### config.mk
export PLATFORM = sky130hd
export DESIGN_NAME = multi_lane_acc
export DESIGN_NICKNAME = d
export VERILOG_FILES = /design/src/rtl/multi_lane_acc.sv
export SDC_FILE = /design/constraint.sdc
export NUM_CORES = 1
export LEC_CHECK = 0
export BUFFER_PORTS_ARGS = -buffer_cell sky130_fd_sc_hd__buf_2
export CAP_MARGIN = 25
export CORE_MARGIN = 8
export CORE_UTILIZATION = 30
export CTS_CLUSTER_SIZE = 12
export DETAILED_ROUTE_END_ITERATION = 7
export GPL_TIMING_DRIVEN = 0
export PLACE_DENSITY_LB_ADDON = 0.05
export SYNTH_ARGS = -nofsm -noshare
export SYNTH_HDL_FRONTEND = slang
export SYNTH_SLANG_ARGS = --single-unit
### constraint.sdc
create_clock -name clk -period 12 [get_ports clk]
set_clock_uncertainty 0.15 [all_clocks]
set_input_delay 0.6 -clock clk [delete_from_list [all_inputs] [get_ports clk]]
set_output_delay 0.6 -clock clk [all_outputs]
set_load 0.01 [all_outputs]
### src/rtl/multi_lane_acc.sv
// Purpose : multi-channel accumulate/reduce unit. It supports ADD, SUB, LOAD and
//           REDUCE on CHANNELS independent accumulators. The result goes to a
//           one-entry output register with a valid/ready handshake.
// Latency : an op that fires in cycle N presents sum/cout/red/ch_out with
//           out_valid=1 in cycle N+1.
// Backpr. : in_ready = ~clr & (~out_valid | out_ready). The output register holds
//           steady while out_valid & ~out_ready. A pop and a fire in the same
//           cycle reload the register, so a stream runs at one op per cycle.
// Ports   : clk, rst (synchronous, active-high), clr (clears all accumulators),
//           in_valid/in_ready/ch_sel/mode/x/cin (request side),
//           out_valid/out_ready/sum/cout/red/ch_out (result side).
module multi_lane_acc #(
  parameter int WIDTH    = 8,
  parameter int CHANNELS = 4,
  localparam int CHW     = (CHANNELS > 1) ? $clog2(CHANNELS) : 1
) (
  input  logic             clk,
  input  logic             rst,
  input  logic             clr,
  input  logic             in_valid,
  output logic             in_ready,
  input  logic [CHW-1:0]   ch_sel,
  input  logic [1:0]       mode,
  input  logic [WIDTH-1:0] x,
  input  logic             cin,
  output logic             out_valid,
  input  logic             out_ready,
  output logic [WIDTH-1:0] sum,
  output logic             cout,
  output logic [2:0]       red,
  output logic [CHW-1:0]   ch_out
);

  localparam logic [1:0] MODE_ADD    = 2'b00;
  localparam logic [1:0] MODE_SUB    = 2'b01;
  localparam logic [1:0] MODE_LOAD   = 2'b10;
  localparam logic [1:0] MODE_REDUCE = 2'b11;

  logic [WIDTH-1:0] acc [CHANNELS];

  logic             fire;
  logic             ch_ok;
  logic [WIDTH-1:0] a;
  logic [WIDTH:0]   add_ext;
  logic [WIDTH:0]   sub_ext;
  logic [WIDTH-1:0] r;
  logic             c;
  logic             wr_en;

  assign in_ready = ~clr & (~out_valid | out_ready);
  assign fire     = in_valid & in_ready;

  // Channel read mux. A code that matches no accumulator reads as zero, and
  // ch_ok stays low so that code degrades to a REDUCE of 0.
  always_comb begin
    a     = '0;
    ch_ok = 1'b0;
    for (int i = 0; i < CHANNELS; i++) begin
      if (ch_sel == CHW'(i)) begin
        a     = acc[i];
        ch_ok = 1'b1;
      end
    end
  end

  // The WIDTH+1-bit forms give the carry directly. For SUB, the top bit is the
  // sign of a - x - cin, which is the borrow out.
  assign add_ext = {1'b0, a} + {1'b0, x} + {{WIDTH{1'b0}}, cin};
  assign sub_ext = {1'b0, a} - {1'b0, x} - {{WIDTH{1'b0}}, cin};

  always_comb begin
    r     = a;
    c     = 1'b0;
    wr_en = 1'b0;
    if (ch_ok) begin
      unique case (mode)
        MODE_ADD: begin
          r     = add_ext[WIDTH-1:0];
          c     = add_ext[WIDTH];
          wr_en = 1'b1;
        end
        MODE_SUB: begin
          r     = sub_ext[WIDTH-1:0];
          c     = sub_ext[WIDTH];
          wr_en = 1'b1;
        end
        MODE_LOAD: begin
          r     = x;
          wr_en = 1'b1;
        end
        MODE_REDUCE: begin
          r = a;
        end
        default: begin
          r = a;
        end
      endcase
    end else begin
      r = '0;
    end
  end

  // Accumulators. clr deasserts in_ready, so a clear never coincides with a write.
  always_ff @(posedge clk) begin
    if (rst) begin
      for (int i = 0; i < CHANNELS; i++) acc[i] <= '0;
    end else if (clr) begin
      for (int i = 0; i < CHANNELS; i++) acc[i] <= '0;
    end else if (fire && wr_en) begin
      for (int i = 0; i < CHANNELS; i++) begin
        if (ch_sel == CHW'(i)) acc[i] <= r;
      end
    end
  end

  // One-entry output buffer. The data fields are loaded only on fire, so they
  // stay frozen while the consumer stalls and after a plain pop.
  always_ff @(posedge clk) begin
    if (rst) begin
      out_valid <= 1'b0;
      sum       <= '0;
      cout      <= 1'b0;
      red       <= 3'b000;
      ch_out    <= '0;
    end else if (fire) begin
      out_valid <= 1'b1;
      sum       <= r;
      cout      <= c;
      red       <= {^r, |r, &r};
      ch_out    <= ch_sel;
    end else if (out_ready) begin
      out_valid <= 1'b0;
    end
  end

endmodule

==> results.cfg <==
[run_status]
status = finished clean

[synthesis]
ys_seq_elements = 47
ys_types = 59
seq_area_frac_synth_pct = 37.1
synth-main-ff-cell = edfxtp_1
synth_edf_count = 24
synthCells = 332
synthesis.area_um2 = 3180
synth_area_per_cell_um2 = 9.58
async_flop_share_pct = 0
syn_nets = 381
yosys_warnings = 0

[pwr]
finalPower_uw = 415
static-leakage-power_uw = 0.00153
ir_drop_mv = 0.0452
p_per_area_nw_per_um2 = 115

[clocking]
cts_setup_buffers = 0
cts_made_buffers = 5
cts_root_buf = clkbuf_8
cts.sinks = 47
cts_tree = yes
cts_hold_buf = 0
cts-htree-levels = 2
clk_latency_ns = 0.31
clk_pin_slew_ns = 0.09
cts_buffer_depth = 2
ctsResizeCount = 0

[place]
place_congestion = 0.755
dp_hpwl_um = 6830
io_buffers = 32

[worst_hold_path]
hold_path_depth = 2
worstHoldStart = ch_out[1]$_SDFFE_PP0P_
hp-class = flop to flop
hold_end = ch_out[1]$_SDFFE_PP0P_

[setup_path]
reg2reg_to = red[2]$_SDFFE_PP0P_
r2r_slack_ns = 7.92
cp.required_ns = 12.08
reg2reg_depth = 12
r2r-start = acc[3][0]$_SDFFCE_PN0P_
cp-end-kind = flop
worstPathArrival_ns = 4.61
cp-start-kind = input port
criticalPathCategory = input port to flop
crit_fanout = 10

[timing]
timing.final.crit_period_ns = 4.53
period_share_pct = 37.8
rsz0062_at_grt = no
finalHoldViolations = 0
worst_pin_slew_ns = 0.979
max-slew-margin-rel_pct = 34.7
setup-violations-final = 0
fmax_ghz = 0.221
slew_viol_final = 0
tns_ns = 0

[global_routing]
first_global_vias = 2569
grt.met3_usage_pct = 2.17
use_met1_pct = 15.7
grt_first_pass_wirelength_um = 14200
grt_max_degree = 17
grtUsageMet2_pct = 21.6
grt_usage_pct = 12.7
busiest_layer = met2
antenna_found_initial = 0
grt-ovfl-total = 0

[layout]
syn_to_final_growth_pct = 13.5
seq_area_um2 = 1180
layout_commonest_cell = nor2_1
drive_gt1_share_pct = 15.0
nets = 421
multi_input_area_um2 = 1840
antenna_cells = 0
fillers = 1091
most-common-layout-cells = 49 x nor2_1, 33 x buf_2, 31 x inv_1

[detailed_routing]
drtIter0Drc = 108
first_pass_iters = 4
vias = 2531
routed_wl_um = 8920
ant_nets = 0
wl_per_cell_um = 17.5
vias_per_cell = 4.97
drc = 0

[job]
drv_cap = 0

[floorplan]
dieArea_um2 = 14200
die_h_um = 119
pin_count = 34
dieWidth_um = 119
start_util_pct = 30.8
core_um2 = 10300
core.rowCount = 37
state kept, by name (all words and copies together) (netlist names):
signal,cells
acc,32
sum,8
red,3
ch_out,2
cout,1
out_valid,1
synth_stat cells (all sizes together), types with 7 or more instances:
cell type	count	area, um^2
a211oi	7	70.1
a21oi	15	78.8
dfxtp	23	460
edfxtp	24	721
ha	27	338
inv	31	116
mux4	9	218
nand2	25	93.8
nand3	9	45.0
nor2	49	184
nor3	7	35.0
o21ai	21	109
stage by stage:
stage	setup WS (ns)	area, um^2	std cells	util, %	hold slack [ns]
2_1_floorplan	7.80	3180	332	-	0.285
3_3_place_gp	7.19	3510	500	34.0	0.291
3_5_place_dp	7.14	3520	501	34.1	0.295
4_1_cts	7.47	3610	509	35.0	0.309
5_1_grt	7.29	3610	509	35.0	0.328
6_report	7.47	3610	509	35.0	0.307
layout make-up:
cell class | count | area share [%]
multi-input cells | 245 | 51.0
well taps | 136 | 4.71
clock inverters | 3 | 0.658
plain buffers | 9 | 1.18
clock buffers | 5 | 1.91
flip-flops and latches | 47 | 32.7
inverters | 31 | 3.22
repair buffers | 33 | 4.64
metal layers:
layer	up-vias	routed length, um	share of wire [%]
li1	1271	-	-
met1	1222	4170	47
met2	27	4370	49
met3	11	196	2.2
met4	0	187	2.1
met5	-	0	0
worst max-delay path, cell delays in order:
cell and delay (ns):
buf_2 0.12, clkbuf_1 0.47, mux4_2 0.47, fa_1 0.46, fa_1 0.43, a211oi_1 0.24
nor2_1 0.13, o311a_1 0.30, a31oi_1 0.19, o21ai_1 0.27, ha_1 0.39, xor2_1 0.17
xnor2_1 0.13, a211oi_1 0.22
worst max path at each step:
stage | start | to | cells past startpoint
3_5_place_dp | ch_sel[1] | red[2]$_SDFFE_PP0P_ | 14
5_1_grt | ch_sel[1] | red[2]$_SDFFE_PP0P_ | 14
3_3_place_gp | ch_sel[1] | red[2]$_SDFFE_PP0P_ | 14
2_1_floorplan | ch_sel[0] | red[2]$_SDFFE_PP0P_ | 13
4_1_cts | ch_sel[1] | red[2]$_SDFFE_PP0P_ | 14
6_report | ch_sel[1] | red[2]$_SDFFE_PP0P_ | 14
power by group:
part	switching, uW	internal [uW]	total (uW)
Combinational	82.6	51.7	134
Sequential	2.97	176	179
Clock	59.4	41.8	101
kinds of logic after synthesis:
kind of cell | share of synthesized area, %
buf+inv | 4.99
xor+xnor | 3.03
flops | 37.1
mux | 8.77
compound gates | 16.2
simple gates | 16.8
fa+ha+maj | 13.1
(Power assumes the default switching activity.)
